[src/rtl/ccff_wb_loader.sv]
// Wishbone slave that serialises 32-bit words onto an FPGA configuration chain.
// It generates prog_clk from a divided system clock and captures the chain tail.
module ccff_wb_loader #(
    parameter int unsigned CLK_DIV = 4
) (
    input  logic        wb_clk_i,
    input  logic        wb_rst_n,
    input  logic        wbs_stb_i,
    input  logic        wbs_cyc_i,
    input  logic        wbs_we_i,
    input  logic [3:0]  wbs_sel_i,
    input  logic [31:0] wbs_adr_i,
    input  logic [31:0] wbs_dat_i,
    output logic        wbs_ack_o,
    output logic [31:0] wbs_dat_o,
    output logic        prog_clk_o,
    output logic        ccff_head_o,
    input  logic        ccff_tail_i,
    output logic        prog_reset_o,
    output logic        busy_o
);

    localparam logic [7:0]  HC_LAST  = 8'(CLK_DIV - 1);
    localparam logic [2:0]  A_CTRL   = 3'd0;
    localparam logic [2:0]  A_DATA   = 3'd1;
    localparam logic [2:0]  A_STATUS = 3'd2;
    localparam logic [2:0]  A_COUNT  = 3'd3;
    localparam logic [2:0]  A_TAIL   = 3'd4;
    localparam logic [31:0] BAD_RD   = 32'hDEAD_BEEF;

    typedef enum logic [1:0] {
        S_IDLE,
        S_LOW,
        S_HIGH
    } state_t;

    state_t      state_q;
    logic [7:0]  hc_q;
    logic [4:0]  bc_q;
    logic [4:0]  len_q;
    logic [31:0] sr_q;
    logic [31:0] count_q;
    logic [31:0] tail_q;
    logic        prog_rst_q;
    logic        ack_q;
    logic [31:0] dat_q;
    logic        prog_clk_q;
    logic        head_q;
    logic        busy_q;

    logic [2:0]  reg_sel;
    logic        req;
    logic        data_wr;
    logic        accept;
    logic        wr_acc;
    logic        start;
    logic        ctrl_wr;
    logic        abort;
    logic        count_clr;
    logic        rise;
    logic [31:0] rdata;

    // Bits of the bus that carry no information for this block.
    logic        unused_bits;
    assign unused_bits = ^{wbs_sel_i, wbs_adr_i[31:5], wbs_adr_i[1:0]};

    assign reg_sel   = wbs_adr_i[4:2];
    assign req       = wbs_stb_i & wbs_cyc_i & ~ack_q;
    assign data_wr   = wbs_we_i && (reg_sel == A_DATA);
    // A new word can only be taken once the previous one has fully drained.
    assign accept    = req && !(data_wr && (state_q != S_IDLE));
    assign wr_acc    = accept && wbs_we_i;
    assign start     = wr_acc && (reg_sel == A_DATA);
    assign ctrl_wr   = wr_acc && (reg_sel == A_CTRL);
    assign abort     = ctrl_wr && wbs_dat_i[31];
    assign count_clr = wr_acc && (reg_sel == A_COUNT);
    assign rise      = !abort && (state_q == S_LOW) && (hc_q == HC_LAST);

    always_comb begin
        rdata = BAD_RD;
        case (reg_sel)
            A_CTRL:   rdata = {19'd0, len_q, 7'd0, prog_rst_q};
            A_STATUS: rdata = {31'd0, busy_q};
            A_COUNT:  rdata = count_q;
            A_TAIL:   rdata = tail_q;
            default:  rdata = BAD_RD;
        endcase
    end

    always_ff @(posedge wb_clk_i or negedge wb_rst_n) begin
        if (!wb_rst_n) begin
            state_q    <= S_IDLE;
            hc_q       <= '0;
            bc_q       <= '0;
            len_q      <= 5'd31;
            sr_q       <= '0;
            count_q    <= '0;
            tail_q     <= '0;
            prog_rst_q <= 1'b1;
            ack_q      <= 1'b0;
            dat_q      <= '0;
            prog_clk_q <= 1'b0;
            head_q     <= 1'b0;
            busy_q     <= 1'b0;
        end else begin
            ack_q <= accept;
            if (accept && !wbs_we_i) begin
                dat_q <= rdata;
            end
            if (ctrl_wr) begin
                prog_rst_q <= wbs_dat_i[0];
                len_q      <= wbs_dat_i[12:8];
            end

            // Clear beats a coincident prog_clk rising edge.
            if (count_clr) begin
                count_q <= '0;
            end else if (rise) begin
                count_q <= count_q + 32'd1;
            end
            if (rise) begin
                tail_q <= {ccff_tail_i, tail_q[31:1]};
            end

            if (abort) begin
                state_q    <= S_IDLE;
                hc_q       <= '0;
                prog_clk_q <= 1'b0;
                busy_q     <= 1'b0;
                head_q     <= 1'b0;
            end else begin
                case (state_q)
                    S_IDLE: begin
                        if (start) begin
                            sr_q    <= wbs_dat_i;
                            head_q  <= wbs_dat_i[0];
                            bc_q    <= len_q;
                            hc_q    <= '0;
                            busy_q  <= 1'b1;
                            state_q <= S_LOW;
                        end
                    end
                    S_LOW: begin
                        if (hc_q == HC_LAST) begin
                            prog_clk_q <= 1'b1;
                            hc_q       <= '0;
                            state_q    <= S_HIGH;
                        end else begin
                            hc_q <= hc_q + 8'd1;
                        end
                    end
                    S_HIGH: begin
                        if (hc_q == HC_LAST) begin
                            prog_clk_q <= 1'b0;
                            hc_q       <= '0;
                            if (bc_q == 5'd0) begin
                                busy_q  <= 1'b0;
                                state_q <= S_IDLE;
                            end else begin
                                sr_q    <= {1'b0, sr_q[31:1]};
                                head_q  <= sr_q[1];
                                bc_q    <= bc_q - 5'd1;
                                state_q <= S_LOW;
                            end
                        end else begin
                            hc_q <= hc_q + 8'd1;
                        end
                    end
                    default: begin
                        state_q    <= S_IDLE;
                        prog_clk_q <= 1'b0;
                        busy_q     <= 1'b0;
                    end
                endcase
            end
        end
    end

    assign wbs_ack_o    = ack_q;
    assign wbs_dat_o    = dat_q;
    assign prog_clk_o   = prog_clk_q;
    assign ccff_head_o  = head_q;
    assign prog_reset_o = prog_rst_q;
    assign busy_o       = busy_q;

endmodule

[config.mk]
export PLATFORM = sky130hd
export DESIGN_NAME = ccff_wb_loader
export DESIGN_NICKNAME = d
export VERILOG_FILES = /design/src/rtl/ccff_wb_loader.sv
export SDC_FILE = /design/constraint.sdc
export NUM_CORES = 1
export LEC_CHECK = 0
export ABC_AREA = 0
export CORE_UTILIZATION = 45
export DETAILED_ROUTE_END_ITERATION = 16
export MAX_ROUTING_LAYER = met4
export PLACE_DENSITY = 0.73
export SYNTH_ARGS = -nofsm -noshare
export SYNTH_HDL_FRONTEND = slang
export SYNTH_SLANG_ARGS = --single-unit
[constraint.sdc]
create_clock -name wb_clk_i -period 2.6 [get_ports wb_clk_i]
set_clock_uncertainty 0.05 [all_clocks]
set_input_delay 0.78 -clock wb_clk_i [delete_from_list [all_inputs] [get_ports wb_clk_i]]
set_output_delay 0.78 -clock wb_clk_i [all_outputs]
set_load 0.005 [all_outputs]
==> run summary <==
Final wirelength = 16200 um
Quantity of hold-fixing buffers added after cts = 0
Leakage = 3.73 nW
Layout cell share with drive strength beyond 1 = 16.5%
Pin count of the biggest net entering global routing = 55
Drt drc = 0
Area of the multi-input gates = 3210 sq um
Final setup vio count = 0
# rows = 45
WS Path Type = in -> reg
Post-CTS Setup Inserts = 0
Worst Path Arrival = 2.65 ns
Place WS = -0.178 ns
Min Tclk post-route = 2.36 ns
R2r setup slk = 0.27 ns
Routability cong. = 0.855
Worst hold path class = in -> async
Antenna Nets Post-Route = 0
DRT met1 WL = 7010 um
Cts bufs inserted = 17
Synth top area share = 50.6%
Vias per cell = 5.56
PwrDens = 895 nW/um^2
Initial antenna violation count = 0
Slew @ Worst Pin = 0.573 ns
Worst Setup Slack, final = 0.240 ns
Hpwl dp = 11000 um
EDFF count, synth = 0
Gr usage total = 21.8%
CTS root buf = clkbuf_16
CP Depth = 8
Final core occ = 59.0%
Initial Utilization = 46.8%
Post-synthesis sequential area ratio = 52.7%
Area growth syn-to-layout = 25.9%
Die height = 129 um
Worst path top cell family by delay = buffers and inverters
Clk buf depth = 2
RR Startpoint = bc_q[0]
CTS tree = done
WP buf/inv = 3
Part of the cycle the worst path needs = 90.8%
Primary FF master, synth = dfrtp_1
Max Slew Vio Count = 0
Worst-path clk slew = 0.06 ns
Routed met3 length = 775 um
Clk_lat worst skew = 0.43 ns
List of most frequent post-synthesis cells = 146 x dfrtp_1, 95 x nor2_1, 92 x a21oi_1
Core footprint = 15400 sq um
Peak supply drop = 0.739 mV
Crit-path max FO = 49
Port bufs = 77
Synth warn = 0
Max Used Layer = met4
Global-route wire length before repair = 27200 um
CP endpoint kind = flop
Library cells used by synthesis = 54
Final Hold Violating Endpoints = 0
Worst Path Required = 2.89 ns
DRT Pass-1 Iters = 5
Rel. slew slack = 61.6%
F_max = 424 MHz
Crit-path cells = clkdlybuf4s50_1 -> and3b_1 -> buf_4 -> a31oi_1 -> nor3_4 -> buf_12 -> nor2_1 -> a21oi_1
Async S/R FF share, synth = 100%
Max Cap Violations = 0
Chip width = 129 um
Reg2reg path depth = 7
Routed wl met2 = 8100 um
RSZ-0062 raised after global routing = false
Setup TNS = 0 ns
Via count of the first global-routing pass = 5616
CP endpoint = sr_q[15]
Final #Nets = 869
CP max stage cell = clkdlybuf4s50_1
Reg2reg end = bc_q[0]
Area of placed instances = 8510 sq um
Hold WS = 0.242 ns
Worst Setup Start Kind = input pin
Mean Syn Cell Area = 10.4 sq um
Synthesized area = 7230 sq um
Non-Filler Instances = 1011
Storage cell area = 3810 sq um
Grt ovf = 0
Post-synthesis register bit count = 152
CTS H-tree depth = 4
Die area = 16600 sq um
# resized after CTS = 0
CP peak stage delay = 0.47 ns
Most common cell in the netlist = dfrtp_1
Synth area leaders = dfrtp_1 51%, mux2_2 6.5%, a21oi_1 6.4%, nor2_1 4.9%, mux2i_1 4.8%
Design area = 9100 sq um
Iteration-0 DRC Markers = 348
Status = completed
Pwr Total = 8.15 mW
Post-Synthesis Cells = 693
Placed instance count = 979
Clk sinks = 152
Beginning of the critical path = wbs_cyc_i
Syn_nets = 775
Vias = 5624
Count of inserted antenna diode cells = 0
Wirelength per Cell = 16.0 um
Yosys top cell by area = dfrtp_1
Fill count = 1282
IO Pins = 111
-- power breakdown --
group	switching (mW)	internal [mW]	total [mW]
clock	1.05	1.44	2.49
sequential	0.395	2.92	3.32
combinational	1.19	1.15	2.34
total	2.63	5.51	8.15
-- placed cells by master, fill, tap and decap left out, types with 6 or more instances in the layout --
cell type        count
inv_1               11
mux2_2              42
nor3_1               7
clkdlybuf4s50_1     76
nand4_1             12
nand3_1             15
mux2i_1             35
o21ai_0             24
ha_1                 7
dfrtp_1            146
buf_4               30
buf_12               9
a21oi_1             92
nor4_1               6
dfstp_2              6
a22oi_1             30
xnor2_1             17
nand2_1             29
clkbuf_16           17
nor2_1              94
or3_1               13
-- state kept, by name (all words and copies together) (netlist names) --
register      cells
bc_q              5
busy_o            1
ccff_head_o       1
count_q          32
hc_q              8
len_q             5
prog_clk_o        1
prog_reset_o      1
sr_q             31
state_q           2
tail_q           32
wbs_ack_o         1
wbs_dat_o        32
-- layout make-up --
cell class / instances / share of cell area (%)
Clock inverter: 14 / 1.80
Tap cell: 211 / 2.90
Inverter: 11 / 0.454
Clock buffer: 18 / 4.72
Sequential cell: 152 / 41.9
Multi-Input combinational cell: 489 / 35.3
Timing Repair Buffer: 116 / 12.9
-- layer usage --
| metal | vias to the layer above | global-route usage, % |
|---|---|---|
| li1 | 2677 | - |
| met1 | 2772 | 26.0 |
| met2 | 151 | 36.1 |
| met3 | 24 | 5.16 |
| met4 | 0 | 7.96 |
| met5 | - | - |
-- logic make-up after synthesis --
| logic type | share of synthesized area, % |
|---|---|
| buffers and inverters | 3.12 |
| AO/OA/AOI/OAI | 13.4 |
| flip-flops | 52.7 |
| AND/OR/NAND/NOR | 15.5 |
| XOR/XNOR | 2.42 |
| multiplexers | 11.4 |
| adder cells (fa/ha/maj) | 1.39 |
-- worst min path at each step --
stage / end / slack (ns) / cells past startpoint
finish: wbs_dat_o[0] / 0.24 / 1
global route: wbs_dat_o[0] / 0.28 / 1
CTS: wbs_dat_o[0] / 0.26 / 1
detailed placement: wbs_dat_o[0] / 0.43 / 1
global placement: wbs_dat_o[0] / 0.43 / 1
floorplan: bc_q[0] / 0.43 / 0
(Power assumes the default switching activity.)
